## src/rtl/cnt_seq_ctrl_if.sv

```systemverilog
// Bundle of the serial command port and the counter control strobes
// driven by cnt_seq_ctrl.
//
// Frame semantics: the host pulls cs_n low and presents one sdi bit per
// sclk rising edge, MSB first. A frame is exactly 4 + DATA_W bits:
// {opcode[3:0], payload}. The host returns cs_n high for at least one
// edge between frames. Fewer bits than a full frame, or extra bits
// after a full frame, count as framing errors. sdo returns an 8-bit
// status word starting one edge after the first bit of each frame.
interface cnt_seq_ctrl_if #(
  parameter int DATA_W = 8
);
  logic              cs_n;
  logic              sdi;
  logic              sdo;
  logic [DATA_W-1:0] load_data;
  logic              load;
  logic              en;
  logic              up;
  logic              oe;
  logic              busy;

  modport master (
    output cs_n, sdi,
    input  sdo, load_data, load, en, up, oe, busy
  );

  modport slave (
    input  cs_n, sdi,
    output sdo, load_data, load, en, up, oe, busy
  );
endinterface

```

## src/rtl/cnt_seq_ctrl.sv

```systemverilog
// Serial-command sequencer for the loadable up/down counter.
// Receives fixed-length frames on cs_n/sdi, drives load/en/up/oe,
// runs timed count bursts and returns a sticky status word on sdo.
module cnt_seq_ctrl #(
  parameter int DATA_W = 8,
  parameter bit OE_RST = 1'b0
) (
  input  logic           sclk,
  input  logic           rst_n,
  cnt_seq_ctrl_if.slave  bus,
  output logic           dbg_state
);

  localparam int FRAME_W = 4 + DATA_W;
  localparam int CNT_W   = $clog2(FRAME_W + 1);

  localparam logic [3:0] OP_LOAD   = 4'h1;
  localparam logic [3:0] OP_RUN_UP = 4'h2;
  localparam logic [3:0] OP_RUN_DN = 4'h3;
  localparam logic [3:0] OP_SET_OE = 4'h4;
  localparam logic [3:0] OP_STOP   = 4'h5;
  localparam logic [3:0] OP_CLR    = 4'h6;

  typedef enum logic {IDLE = 1'b0, RUN = 1'b1} state_t;

  state_t             state, state_nxt;
  logic [DATA_W-1:0]  run_cnt, run_cnt_nxt;

  logic [FRAME_W-2:0] shreg;
  logic [CNT_W-1:0]   bit_cnt;
  logic               frame_done;

  logic [FRAME_W-1:0] cmd;
  logic [3:0]         opcode;
  logic [DATA_W-1:0]  payload;
  logic               frame_last;

  logic               do_load, do_dir, do_stop, do_oe, do_clr;
  logic               drop_set, err_set;

  logic [DATA_W-1:0]  load_data_q;
  logic               load_q, en_q, up_q, oe_q, busy_q, sdo_q;
  logic               frame_err, drop;
  logic [6:0]         rd_sh;

  // The last bit is taken straight from sdi so the command decodes on
  // the same edge that captures it.
  assign frame_last = !bus.cs_n && !frame_done && (bit_cnt == CNT_W'(FRAME_W - 1));
  assign cmd        = {shreg, bus.sdi};
  assign opcode     = cmd[FRAME_W-1 -: 4];
  assign payload    = cmd[DATA_W-1:0];

  // Command decode; LOAD and RUN_* are refused while a burst is active.
  always_comb begin
    do_load  = 1'b0;
    do_dir   = 1'b0;
    do_stop  = 1'b0;
    do_oe    = 1'b0;
    do_clr   = 1'b0;
    drop_set = 1'b0;
    err_set  = (bus.cs_n && (bit_cnt != '0)) || (!bus.cs_n && frame_done);
    if (frame_last) begin
      case (opcode)
        4'h0:      ;
        OP_LOAD: begin
          if (state == IDLE) do_load = 1'b1;
          else               drop_set = 1'b1;
        end
        OP_RUN_UP, OP_RUN_DN: begin
          if (state == IDLE) do_dir = 1'b1;
          else               drop_set = 1'b1;
        end
        OP_SET_OE: do_oe   = 1'b1;
        OP_STOP:   do_stop = 1'b1;
        OP_CLR:    do_clr  = 1'b1;
        default:   err_set = 1'b1;
      endcase
    end
  end

  // Burst FSM next state: run_cnt holds the cycles left after this one.
  always_comb begin
    state_nxt   = state;
    run_cnt_nxt = run_cnt;
    case (state)
      IDLE: begin
        if (do_dir && (payload != '0)) begin
          state_nxt   = RUN;
          run_cnt_nxt = payload - DATA_W'(1);
        end
      end
      RUN: begin
        if (do_stop || (run_cnt == '0)) state_nxt = IDLE;
        else                            run_cnt_nxt = run_cnt - DATA_W'(1);
      end
      default: state_nxt = IDLE;
    endcase
  end

  // Burst FSM state register; en and busy follow the registered state.
  always_ff @(posedge sclk or negedge rst_n) begin
    if (!rst_n) begin
      state   <= IDLE;
      run_cnt <= '0;
      en_q    <= 1'b0;
      busy_q  <= 1'b0;
    end else begin
      state   <= state_nxt;
      run_cnt <= run_cnt_nxt;
      en_q    <= (state_nxt == RUN);
      busy_q  <= (state_nxt == RUN);
    end
  end

  // Frame receiver: shift bits, mark completion, lock out overrun bits.
  always_ff @(posedge sclk or negedge rst_n) begin
    if (!rst_n) begin
      shreg      <= '0;
      bit_cnt    <= '0;
      frame_done <= 1'b0;
    end else if (bus.cs_n) begin
      bit_cnt    <= '0;
      frame_done <= 1'b0;
    end else if (frame_done) begin
      bit_cnt    <= '0;
    end else if (frame_last) begin
      bit_cnt    <= '0;
      frame_done <= 1'b1;
    end else begin
      shreg      <= {shreg[FRAME_W-3:0], bus.sdi};
      bit_cnt    <= bit_cnt + CNT_W'(1);
    end
  end

  // Counter control outputs and sticky flags; a new error beats CLR_ERR.
  always_ff @(posedge sclk or negedge rst_n) begin
    if (!rst_n) begin
      load_data_q <= '0;
      load_q      <= 1'b0;
      up_q        <= 1'b0;
      oe_q        <= OE_RST;
      frame_err   <= 1'b0;
      drop        <= 1'b0;
    end else begin
      load_q    <= do_load;
      frame_err <= err_set  | (frame_err & ~do_clr);
      drop      <= drop_set | (drop & ~do_clr);
      if (do_load) load_data_q <= payload;
      if (do_dir)  up_q        <= (opcode == OP_RUN_UP);
      if (do_oe)   oe_q        <= payload[0];
    end
  end

  // Status readback: snapshot on the first bit, then shift out MSB first.
  always_ff @(posedge sclk or negedge rst_n) begin
    if (!rst_n) begin
      sdo_q <= 1'b0;
      rd_sh <= '0;
    end else if (bus.cs_n) begin
      sdo_q <= 1'b0;
      rd_sh <= '0;
    end else if ((bit_cnt == '0) && !frame_done) begin
      sdo_q <= busy_q;
      rd_sh <= {up_q, oe_q, frame_err, drop, 3'b000};
    end else begin
      sdo_q <= rd_sh[6];
      rd_sh <= {rd_sh[5:0], 1'b0};
    end
  end

  assign bus.load_data = load_data_q;
  assign bus.load      = load_q;
  assign bus.en        = en_q;
  assign bus.up        = up_q;
  assign bus.oe        = oe_q;
  assign bus.busy      = busy_q;
  assign bus.sdo       = sdo_q;
  assign dbg_state     = (state == RUN);

endmodule
```

## src/flat_wrapper.sv

```systemverilog
// flat-port wrapper written by rule: the top's interface ports become plain ports
module cnt_seq_ctrl_flat 
#(
  parameter int DATA_W = 8,
  parameter bit OE_RST = 1'b0
)
  (sclk, rst_n, dbg_state, bus_cs_n, bus_sdi, bus_sdo, bus_load_data, bus_load, bus_en, bus_up, bus_oe, bus_busy);
  cnt_seq_ctrl_if #(.DATA_W(DATA_W)) bus_i ();
  input  logic sclk;
  input  logic rst_n;
  output logic dbg_state;
  input wire logic [$bits(bus_i.cs_n)-1:0] bus_cs_n;
  input wire logic [$bits(bus_i.sdi)-1:0] bus_sdi;
  output wire logic [$bits(bus_i.sdo)-1:0] bus_sdo;
  output wire logic [$bits(bus_i.load_data)-1:0] bus_load_data;
  output wire logic [$bits(bus_i.load)-1:0] bus_load;
  output wire logic [$bits(bus_i.en)-1:0] bus_en;
  output wire logic [$bits(bus_i.up)-1:0] bus_up;
  output wire logic [$bits(bus_i.oe)-1:0] bus_oe;
  output wire logic [$bits(bus_i.busy)-1:0] bus_busy;
  assign bus_i.cs_n = bus_cs_n;
  assign bus_i.sdi = bus_sdi;
  assign bus_sdo = bus_i.sdo;
  assign bus_load_data = bus_i.load_data;
  assign bus_load = bus_i.load;
  assign bus_en = bus_i.en;
  assign bus_up = bus_i.up;
  assign bus_oe = bus_i.oe;
  assign bus_busy = bus_i.busy;
  cnt_seq_ctrl #(.DATA_W(DATA_W), .OE_RST(OE_RST)) u_core (.sclk(sclk), .rst_n(rst_n), .bus(bus_i), .dbg_state(dbg_state));
endmodule
```

## config.mk

```make
export PLATFORM = sky130hd
export DESIGN_NAME = cnt_seq_ctrl_flat
export DESIGN_NICKNAME = d
export VERILOG_FILES = /design/src/rtl/cnt_seq_ctrl_if.sv /design/src/rtl/cnt_seq_ctrl.sv /design/src/flat_wrapper.sv
export SDC_FILE = /design/constraint.sdc
export NUM_CORES = 1
export LEC_CHECK = 0
export BUFFER_PORTS_ARGS = -buffer_cell sky130_fd_sc_hd__clkbuf_2
export CAP_MARGIN = 15
export CORE_MARGIN = 2
export CORE_UTILIZATION = 57
export CTS_CLUSTER_SIZE = 12
export DETAILED_ROUTE_END_ITERATION = 12
export PLACE_DENSITY = 0.8
export SLEW_MARGIN = 40
export SYNTH_ARGS = -nofsm -noshare
export SYNTH_HDL_FRONTEND = slang
export SYNTH_SLANG_ARGS = --single-unit
```

## constraint.sdc

```tcl
create_clock -name sclk -period 3.29 [get_ports sclk]
set_clock_uncertainty 0.2 [all_clocks]
set_input_delay 0 -clock sclk [delete_from_list [all_inputs] [get_ports sclk]]
set_output_delay 0 -clock sclk [all_outputs]
set_load 0.02 [all_outputs]
```

==> impl_metrics.ini <==
[clock_network]
cts_buffers = 5
cts_hold_buffers = 3
clk_path_buf_depth = 2
clockRootBuffer = clkbuf_8
cts_setup_buffers = 0
cts_tree = yes
clock_latency_ps = 300
clk_pin_slew_worst_paths_ps = 80
cts_resized = 0
htree_levels = 2
clock-sinks = 43

[final_layout]
finish.utilization = 0.651
antennaDiodeCount = 0
fillers = 296
stdcell_count = 266
drive_gt1_frac = 0.289
area_delta_synth_final_pct = 8.29
multi_input_area_sq_mm = 0.00102
final_net_count = 224
register_area_sq_mm = 0.00108

[sta]
rsz0062_at_grt = false
period_needed_ps = 2420
finalSetupViolCount = 0
finalCritPeriodShare = 0.735
tns_ps = 0
hold_viol_final = 0
maxSlewHeadroom = 0.569
max_freq_mhz = 414
drv_slew = 0
worstMarginPinSlew_ps = 643
setup_ws_ps = 873

[synth]
ys_top_cells_by_area = dfrtp_1, mux2_2, nor2_1
synth-seq-area-share = 0.485
synth_largest_area_cell = dfrtp_1
synth_top_area_frac = 0.485
synth_flop_cell = dfrtp_1
yosys.cell_types.count = 53
yosys_warnings = 0
syn_area_per_cell_sq_um = 10.9
synth_nets = 210
syn_inst = 203
syn_area_sq_mm = 0.00222
synth-edff-count = 0
synthArstFlopShare = 1.00
ys_ff_latch = 43

[placement]
dp_cells = 255
post-place-ws_ps = 764
gp_congestion = 0.833
io_buffers = 18
dp.final_hpwl_mm = 2.62

[power]
swShare = 0.285
power.leakage_nw = 1.04
pwr-share-clk = 0.302
pwr_density_cell_mw_per_mm2 = 497
finalPower_mw = 1.19
vdd_drop_max_v = 0.000354
p_sw_uw = 341
combPwrFrac = 0.143
p_seq_frac = 0.555
internal-power_uw = 854

[global_route]
grt_max_degree = 44
overflow = 0
grt.total_usage = 0.202
antenna_found_initial = 0
grt_pass1_wl_mm = 6.58
grt_pass1_vias = 1408

[routing]
firstDrtPassIters = 4
ant_nets = 0
drc = 0
wl_per_cell_microns = 14.3
viasPerCell = 5.81
drtIter0Drc = 97
num_vias = 1545
wirelength_mm = 3.79

[floorplan]
die_area_sq_mm = 0.00441
core_sq_mm = 0.00369
num_rows = 22
die_x_microns = 66.4
initial_core_util = 0.601
io_pins = 19
die_h_microns = 66.4

[run]
max-cap-violations = 0

[worst_setup_path]
worstPathArrival_ps = 2400
end_kind = flop
path_class = flop to flop
worstPathMaxFanout = 16
start_kind = flop
required_ps = 3270

[run_status]
status = finished clean

[worst_hold_path]
hp-class = input port to async pin
[sequential cells by signal, summed over array words and instances (netlist names), 4 cells and up]
signal and cells:
u_core.shreg 11, u_core.rd_sh 4, u_core.run_cnt 8, u_core.bus.load_data 8
u_core.bit_cnt 4
[through the flow]
step	hold slack [ps]	cell area (sq um)
finish	60.2	2400
global route	127	2400
CTS	76.8	2400
detailed placement	-141	2270
global placement	31.0	2260
floorplan	-496	2220
[power groups by stage]
stage	registers, mW	clock network, mW	logic (mW)
global route	0.675	0.394	0.191
CTS	0.661	0.372	0.173
finish	0.663	0.361	0.171
floorplan	0.634	0	0.161
global placement	0.670	0	0.163
detailed placement	0.670	0	0.167
[worst max-delay path, cell delays in order, from the launching register on]
cell       delay, ps
dfrtp_1          380
ha_1             200
and3b_1          360
nand4_2          190
o2bb2ai_2        570
mux2_2           400
[Yosys cell counts (3+ instances only)]
master   number
buf_4         4
nor2_1       22
dfrtp_1      43
o21ai_0       8
inv_1         5
nor3_2        3
nor4b_1       3
ha_1          3
buf_2         3
nor3b_1       3
xnor2_1       5
buf_6         3
a21oi_1       8
mux2_2       20
nor3_1        9
nand2_1      14
[worst paths after layout]
| kind | startpoint | endpoint | slack [ps] | depth (start not counted) |
|---|---|---|---|---|
| setup / recovery | u_core.bit_cnt[0]$_DFF_PN0_ | u_core.run_cnt[0]$_DFFE_PN0P_ | 870 | 5 |
| hold / removal | rst_n | u_core.rd_sh[4]$_DFF_PN0_ | 60 | 2 |
| setup reg to reg | u_core.bit_cnt[0]$_DFF_PN0_ | u_core.run_cnt[0]$_DFFE_PN0P_ | 870 | 5 |
| hold reg to reg | u_core.bit_cnt[0]$_DFF_PN0_ | u_core.bit_cnt[0]$_DFF_PN0_ | 280 | 1 |
| max in group asynchronous | rst_n | u_core.dbg_state$_DFF_PN0_ | 2420 | 2 |
| min in group sclk | u_core.bit_cnt[0]$_DFF_PN0_ | u_core.bit_cnt[0]$_DFF_PN0_ | 280 | 1 |
[layout make-up]
cell class | instances | share of cell area
clock inverter | 1 | 0.00313
tap | 48 | 0.0250
inverter | 5 | 0.00781
timing repair buffer | 21 | 0.0510
sequential | 43 | 0.448
clock buffer | 7 | 0.0401
multi-input combinational | 141 | 0.424
[metal layers]
metal | GRT usage | part of all wire | routed length, microns | vias up
li1 | - | - | - | 747
met1 | 0.292 | 0.48 | 1830 | 754
met2 | 0.284 | 0.45 | 1700 | 39
met3 | 0.0511 | 0.051 | 195 | 5
met4 | 0.0918 | 0.017 | 66 | 0
met5 | 0 | 0 | 0 | -
[cells by family (layout without fill, tap and decap cells)]
family | Yosys count | in the layout | synth area share
and+or+nand+nor | 75 | 75 | 0.197
adders and majority gates | 3 | 3 | 0.0169
AOI/OAI and AO/OA | 34 | 34 | 0.108
buffers and inverters | 19 | 34 | 0.0553
xor gates and xnor gates | 7 | 7 | 0.0276
DFF | 43 | 43 | 0.485
muxes | 22 | 22 | 0.111
[layout by cell type (no fill, tap or decap), types with 2 or more instances in the layout]
cell           Yosys  final
o21ai_0            8      8
nand2_1           14     14
clkbuf_8           1      7
dlygate4sd3_1      0      3
mux2_2            20     20
dfrtp_1           43     42
xnor2_1            5      5
a31oi_1            2      2
o32ai_1            2      2
xor2_1             2      2
o22ai_1            2      2
nor3b_1            3      3
ha_1               3      3
nor3_2             3      3
inv_1              5      5
and4_2             2      2
nor2_1            22     22
nor4b_1            3      3
nor4_1             2      2
o2bb2ai_1          2      2
mux2i_1            2      2
a21oi_1            8      8
nand2b_1           2      2
nor3_1             9      9
clkbuf_2           0     17
Note: power is estimated with default switching activity, not from simulation.
